--- config.mk ---
export PLATFORM = sky130hd
export DESIGN_NAME = valid_pipe_ctrl_rst_flat
export DESIGN_NICKNAME = d
export VERILOG_FILES = /design/src/rtl/valid_pipe_ctrl_rst_if.sv /design/src/rtl/valid_pipe_ctrl_rst.sv /design/src/flat_wrapper.sv
export SDC_FILE = /design/constraint.sdc
export NUM_CORES = 1
export LEC_CHECK = 0
export BUFFER_PORTS_ARGS = -buffer_cell sky130_fd_sc_hd__buf_2
export CAP_MARGIN = 20
export CORE_MARGIN = 1
export CORE_UTILIZATION = 57
export DETAILED_ROUTE_END_ITERATION = 8
export PLACE_DENSITY = 0.81
export SLEW_MARGIN = 0
export SYNTH_ARGS = -nofsm -noshare
export SYNTH_HDL_FRONTEND = slang
export SYNTH_SLANG_ARGS = --single-unit
--- constraint.sdc ---
create_clock -name clk -period 2.8 [get_ports clk]
set_input_delay 0.56 -clock clk [delete_from_list [all_inputs] [get_ports clk]]
set_output_delay 0.56 -clock clk [all_outputs]
set_load 0.1 [all_outputs]
--- src/rtl/valid_pipe_ctrl_rst_if.sv ---
// Handshake bundle for valid_pipe_ctrl_rst.
//   master : upstream/downstream side (drives flush, in_valid, in_data, out_ready)
//   slave  : the pipeline itself (drives in_ready, out_valid, out_data, count)
// Parameters: WIDTH (data bits), DEPTH (stages); CW is derived.
interface valid_pipe_ctrl_rst_if #(
  parameter int unsigned WIDTH = 8,
  parameter int unsigned DEPTH = 4
);
  localparam int unsigned CW = $clog2(DEPTH + 1);

  logic             flush;
  logic             in_valid;
  logic             in_ready;
  logic [WIDTH-1:0] in_data;
  logic             out_valid;
  logic             out_ready;
  logic [WIDTH-1:0] out_data;
  logic [CW-1:0]    count;

  modport master (
    output flush, in_valid, in_data, out_ready,
    input  in_ready, out_valid, out_data, count
  );

  modport slave (
    input  flush, in_valid, in_data, out_ready,
    output in_ready, out_valid, out_data, count
  );
endinterface

--- src/rtl/valid_pipe_ctrl_rst.sv ---
// valid_pipe_ctrl_rst: WIDTH x DEPTH valid/ready register slice with
// bubble-collapsing backpressure, synchronous flush and an occupancy count.
// Only control state (stage valids, count, ready enable) is reset; the data
// registers are reset as well only when VALID_PIPE_DATA_RST_EN is defined.
// Ports:
//   clk   : rising-edge clock
//   rst_n : asynchronous active-low reset
//   bus   : valid_pipe_ctrl_rst_if.slave
//           flush, in_valid/in_ready/in_data, out_valid/out_ready/out_data,
//           count (occupied stages, 0..DEPTH)
module valid_pipe_ctrl_rst #(
  parameter int unsigned WIDTH = 8,
  parameter int unsigned DEPTH = 4
) (
  input logic                  clk,
  input logic                  rst_n,
  valid_pipe_ctrl_rst_if.slave bus
);
  localparam int unsigned CW = $clog2(DEPTH + 1);

  logic [DEPTH-1:0] v_q;
  logic [WIDTH-1:0] d_q   [DEPTH];
  logic [WIDTH-1:0] d_nxt [DEPTH];
  logic [DEPTH-1:0] en;
  logic             ready_en_q;
  logic [CW-1:0]    count_q;
  logic             in_ready_c;
  logic             out_valid_c;
  logic             in_hs;
  logic             out_hs;

  // Advance chain: a stage moves if it is empty or the stage after it moves.
  always_comb begin : adv_chain
    logic carry;
    carry = bus.out_ready;
    en    = '0;
    for (int i = DEPTH - 1; i >= 0; i--) begin
      carry = ~v_q[i] | carry;
      en[i] = carry;
    end
  end

  assign in_ready_c  = ready_en_q & en[0] & ~bus.flush;
  assign out_valid_c = v_q[DEPTH-1] & ~bus.flush;
  assign in_hs       = bus.in_valid & in_ready_c;
  assign out_hs      = out_valid_c & bus.out_ready;

  assign bus.in_ready  = in_ready_c;
  assign bus.out_valid = out_valid_c;
  assign bus.out_data  = d_q[DEPTH-1];
  assign bus.count     = count_q;

  // Control state: ready enable, stage valids, occupancy.
  always_ff @(posedge clk or negedge rst_n) begin : ctrl_regs
    if (!rst_n) begin
      ready_en_q <= 1'b0;
      v_q        <= '0;
      count_q    <= '0;
    end else begin
      ready_en_q <= 1'b1;
      if (bus.flush) begin
        v_q     <= '0;
        count_q <= '0;
      end else begin
        if (en[0]) v_q[0] <= in_hs;
        for (int i = 1; i < DEPTH; i++) begin
          if (en[i]) v_q[i] <= v_q[i-1];
        end
        if (in_hs && !out_hs)      count_q <= count_q + CW'(1);
        else if (out_hs && !in_hs) count_q <= count_q - CW'(1);
      end
    end
  end

  // Next data: load from the previous stage whenever the stage advances;
  // contents under a cleared valid are don't-care.
  always_comb begin : data_next
    for (int i = 0; i < DEPTH; i++) begin
      d_nxt[i] = d_q[i];
    end
    if (en[0]) d_nxt[0] = bus.in_data;
    for (int i = 1; i < DEPTH; i++) begin
      if (en[i]) d_nxt[i] = d_q[i-1];
    end
  end

`ifdef VALID_PIPE_DATA_RST_EN
  // Data registers with asynchronous clear.
  always_ff @(posedge clk or negedge rst_n) begin : data_regs
    if (!rst_n) begin
      for (int i = 0; i < DEPTH; i++) begin
        d_q[i] <= '0;
      end
    end else begin
      for (int i = 0; i < DEPTH; i++) begin
        d_q[i] <= d_nxt[i];
      end
    end
  end
`else
  // Data registers without reset.
  always_ff @(posedge clk) begin : data_regs
    for (int i = 0; i < DEPTH; i++) begin
      d_q[i] <= d_nxt[i];
    end
  end
`endif

endmodule

--- src/flat_wrapper.sv ---
// flat-port wrapper written by rule: the top's interface ports become plain ports
module valid_pipe_ctrl_rst_flat 
#(
  parameter int unsigned WIDTH = 8,
  parameter int unsigned DEPTH = 4
)
  (clk, rst_n, bus_flush, bus_in_valid, bus_in_data, bus_out_ready, bus_in_ready, bus_out_valid, bus_out_data, bus_count);
  valid_pipe_ctrl_rst_if #(.WIDTH(WIDTH), .DEPTH(DEPTH)) bus_i ();
  input logic clk;
  input logic rst_n;
  input wire logic [$bits(bus_i.flush)-1:0] bus_flush;
  input wire logic [$bits(bus_i.in_valid)-1:0] bus_in_valid;
  input wire logic [$bits(bus_i.in_data)-1:0] bus_in_data;
  input wire logic [$bits(bus_i.out_ready)-1:0] bus_out_ready;
  output wire logic [$bits(bus_i.in_ready)-1:0] bus_in_ready;
  output wire logic [$bits(bus_i.out_valid)-1:0] bus_out_valid;
  output wire logic [$bits(bus_i.out_data)-1:0] bus_out_data;
  output wire logic [$bits(bus_i.count)-1:0] bus_count;
  assign bus_i.flush = bus_flush;
  assign bus_i.in_valid = bus_in_valid;
  assign bus_i.in_data = bus_in_data;
  assign bus_i.out_ready = bus_out_ready;
  assign bus_in_ready = bus_i.in_ready;
  assign bus_out_valid = bus_i.out_valid;
  assign bus_out_data = bus_i.out_data;
  assign bus_count = bus_i.count;
  valid_pipe_ctrl_rst #(.WIDTH(WIDTH), .DEPTH(DEPTH)) u_core (.clk(clk), .rst_n(rst_n), .bus(bus_i));
endmodule
## Word-level counts from Yosys, hierarchy flattened

Memory sizes are Yosys's and may differ from the RTL's.
Index checks and enable logic that the tools add are counted.

- Bits of input ports: 13
- Memory bits (writable): 32
- Register bits: 8
- Word-level logic and storage cells: 44
- Output and inout bits: 13
- Memories: 1
- Bits in read-only memories: 0
- Latch bits: 0

- $add $sub $neg: 2
- Reductions and logical operators: 9
- Multiply operators: 0
- Bitwise gates (word level): 14
- Multiplexer cells: 12
- Shifts and indexed selects: 0
- Div/mod/pow operators: 0
- Equal/unequal tests: 0
- $lt $le $gt $ge: 0

Memories:

| name | words | width | rd ports | clocked after Yosys merged registers in | write ports | RTL line | RTL |
|---|---|---|---|---|---|---|---|
| u_core.d_q | 4 | 8 | 4 | 0 | 4 | valid_pipe_ctrl_rst.sv:22 | `logic [WIDTH-1:0] d_q [DEPTH];` |

Operators by type and width:

| kind | number |
|---|---|
| 8-bit 2-to-1 mux | 4 |
| 3-bit 2-to-1 mux | 3 |
| 2-bit nonzero test | 4 |
| 1-bit bitwise AND | 5 |
| 1-bit inverter | 5 |
| 1-bit 2-to-1 mux | 4 |
| 4-bit 2-to-1 mux | 1 |
| 1-bit OR | 4 |
| 3-bit by 1-bit adder with 3-bit output (second input constant) | 1 |
| 3-bit nonzero test | 1 |
| 3-bit by 1-bit subtractor with 3-bit output (second input constant) | 1 |
| 1-bit logical AND | 2 |
| 1-bit zero test | 2 |

## Longest topological paths before layout

- Depth after elaboration: 13
- Gate-level depth with buffers: 8

## Worst setup path before layout

Ideal clock, no wire load.

- Path type: input port to output port
- Start point: input bus_flush
- End point: output bus_out_valid
- Path buffers: 1
- Cell stages on the path: 2
- Setup slack: 158 ps
- Arrival time: 2,082 ps
- Data required time: 2,240 ps
- Path through: clkbuf_1 nor2b_1

- Word-level cells in the longest chain between the ends: 2

Ends and longest elaborated chain:

| item | RTL line | RTL |
|---|---|---|
| start: declaration | flat_wrapper.sv:11 | `input wire logic [$bits(bus_i.flush)-1:0] bus_flush;` |
| 1-bit inverter | valid_pipe_ctrl_rst.sv:44 | `assign out_valid_c = v_q[DEPTH-1] & ~bus.flush;` |
| 1-bit bitwise AND | valid_pipe_ctrl_rst.sv:44 |  |
| end: declaration | flat_wrapper.sv:16 | `output wire logic [$bits(bus_i.out_valid)-1:0] bus_out_valid;` |

No other way between the ends.

## Worst setup path in the final report

- Start point: input bus_flush
- End point: output bus_in_ready

- Word-level cells in the longest chain between the ends: 2

Ends and longest elaborated chain:

| item | RTL line | RTL |
|---|---|---|
| 1-bit inverter | valid_pipe_ctrl_rst.sv:43 | `assign in_ready_c = ready_en_q & en[0] & ~bus.flush;` |
| 1-bit bitwise AND | valid_pipe_ctrl_rst.sv:43 |  |
| end: declaration | flat_wrapper.sv:15 | `output wire logic [$bits(bus_i.in_ready)-1:0] bus_in_ready;` |

No other way between the ends.

==> key figures <==
STA
  • Slew Limit Fails: 0
  • # setup viols final: 0
  • RSZ-0062 raised after global routing: false
  • Max Clock Skew: 0.0118 ns
  • Hold_ws: 0.0400 ns
  • Highest clock rate: 0.453 GHz
  • Crit share post-route: 78.9%
  • Final Critical Period: 2.21 ns
  • Total Neg Setup Slack: 0 ns
  • Fin. Hold Viols: 0

Floorplanning
  • Die ar.: 2740 sq um
  • Initial Util: 62.9%
  • Die X: 52.4 microns
  • Rows: 17
  • I/O pins: 26
  • Die height: 52.4 microns
  • Core area: 2300 sq um

Synth
  • Synth warn: 0
  • Synth Cell Area: 1450 sq um
  • Synth Flop Type: edfxtp_1
  • Part of the Yosys area used for sequential elements: 80.3%
  • Top post-synthesis cells by area: edfxtp_1 66%, dfrtp_1 14%, a41oi_4 1.9%
  • Flops & latches, synth: 40
  • Syn_nets: 94
  • Post-synth top area share: 66.5%
  • Gate Count Post-Synth: 80
  • Post-synth EDFFs: 32
  • Distinct cells, synth: 24
  • Area leader, netlist: edfxtp_1
  • Async SR Flop Fraction: 20.0%
  • Synth Area per Inst: 18.1 sq um

GRT
  • Global-route wire length before repair: 3340 microns
  • Global route overflow: 0
  • Overall Global Routing Usage: 19.1%
  • Initial antenna violation count: 0
  • Largest net degree at the start of global routing: 14
  • Vias in the first global route: 688

Worst setup path
  • Type of origin of the critical path: primary input
  • CP delay by family, top: buffers and inverters
  • Critical Path RT: 2.24 ns
  • Crit-path max FO: 12
  • Most Frequent Cell on Critical Path: buf_2
  • RR Startpoint: u_core.v_q[3]
  • Reg2Reg Depth: 7
  • Crit-path cells: buf_2 > or2b_1 > a41oi_4 > buf_2
  • Crit path kind: in -> out
  • Worst reg2reg endpoint: u_core.bus.count[2]
  • CP max stage delay: 0.46 ns
  • Reg2reg setup slack: 0.71 ns
  • Buf/Inv on CP: 2
  • Worst path slowest cell: buf_2
  • Setup crit end kind: output port
  • Worst EP arrival: 1.65 ns

Clock tree
  • Worst-path clk slew: 0.12 ns
  • Clock sink total: 40
  • Skew-Pair Late Insertion Delay: 0.34 ns
  • Max Buffers Root-to-Sink: 2
  • CTS tree: done
  • CTS resizes: 0
  • Num CTS Buffers: 5
  • Post-CTS setup buffer count: 0
  • Htree depth: 2
  • CTS Hold Bufs: 0
  • Clock root cell: clkbuf_4

Drt
  • Routed Antenna Nets: 0
  • DRT Wirelength: 2120 microns
  • DR pass1 iterations: 4
  • Vias post-DR: 749
  • Routed WL per cell: 15.2 microns
  • DR vias/cell: 5.39
  • Initial DRC Count: 28
  • DRC: 0

Pwr
  • P per Cell Area: 759 nW/um^2
  • Overall Power: 0.00127 W
  • Worst VDD drop: 0.653 mV
  • Leak: 0.683 nW

Final layout
  • FF/Latch Area: 1160 sq um
  • Fillcell total: 152
  • Layout Nets: 124
  • Core Util, Final: 72.7%
  • Most frequent cells in the layout: 32 x edfxtp_1, 25 x buf_2, 8 x dfrtp_1
  • Commonest non-fill, non-tap cell in the layout: edfxtp_1
  • Multi-input logic area: 250 sq um
  • Syn-to-layout area delta: 15.6%
  • Proportion of layout cells with a drive suffix above 1: 35.1%
  • Ant diodes: 0

Placed design
  • Gpl congestion: 0.824
  • DP HPWL: 1400 microns
  • IO buf count: 25

Min path
  • Min-delay worst type: in -> async

Run
  • Number of max-cap violations: 0

Status
  • Status: finished, final reports clean
==> sequential cells by signal (all words and copies together), names as in the netlist <==
signal and cells:
u_core.d_q 32, u_core.v_q 4, u_core.bus.count 3, u_core.ready_en_q 1
==> cell families (layout without fill, tap and decap cells) <==
family,Yosys count,after routing,share of synthesized area (%)
adder cells (fa/ha/maj),1,1,1.39
AO/OA/AOI/OAI,8,8,5.02
flip-flops,40,40,80.3
XOR/XNOR,1,1,1.13
multiplexers,2,2,1.56
AND/OR/NAND/NOR,20,20,7.96
buffers and inverters,7,38,2.34
other,1,1,0.259
==> synth_stat cells (all sizes together), types with 2 or more instances <==
| cell | number |
|---|---|
| nand4 | 2 |
| edfxtp | 32 |
| a21oi | 5 |
| dfrtp | 8 |
| nand2 | 4 |
| nor2 | 6 |
| mux2 | 2 |
| inv | 5 |
| nor2b | 2 |
==> per-layer routing <==
layer,track usage (%),vias up,part of all wire [%]
met5,0,-,0
met4,13.2,0,2.0
met3,6.09,4,5.0
met2,30.2,25,53
met1,21.9,371,40
li1,-,349,-
==> power by group <==
group	internal, W	switching (W)
Clock	0.000187	0.000184
Combinational	0.0000420	0.000162
Sequential	0.000677	0.0000170
==> through the flow <==
step	setup slack, ns	cells	area, sq um
global route	0.543	139	1670
CTS	0.586	139	1670
finish	0.591	139	1670
global placement	0.584	131	1590
detailed placement	0.506	131	1590
floorplan	0.158	80	1450
==> worst max-delay path by stage <==
stage	from	end	slack, ns	cells past startpoint
final	bus_flush	bus_in_ready	0.59	4
after global routing	u_core.v_q[3]	bus_in_ready	0.54	3
after CTS	u_core.ready_en_q	bus_in_ready	0.59	3
after global placement	bus_out_ready	u_core.bus.count[2]	0.58	8
after detailed placement	bus_out_ready	u_core.bus.count[2]	0.51	8
after floorplan	bus_flush	bus_out_valid	0.16	2
==> layout make-up <==
cell class,count,share of cell area (%)
clock buffer,5,2.25
sequential,40,69.5
inverter,5,1.12
multi-input combinational,33,15.0
tap,28,2.10
timing repair buffer,25,7.49
clock inverter,3,2.55
==> worst register-to-register path, cell delays in order, from the launching register on <==
cell and delay [ns]:
dfrtp_1 0.43, nor2b_4 0.28, a41oi_4 0.14, and3_4 0.23, fa_1 0.43, and4b_1 0.22, a21oi_1 0.14, o221ai_2 0.11
No activity file was read; power rests on OpenSTA's default activity.
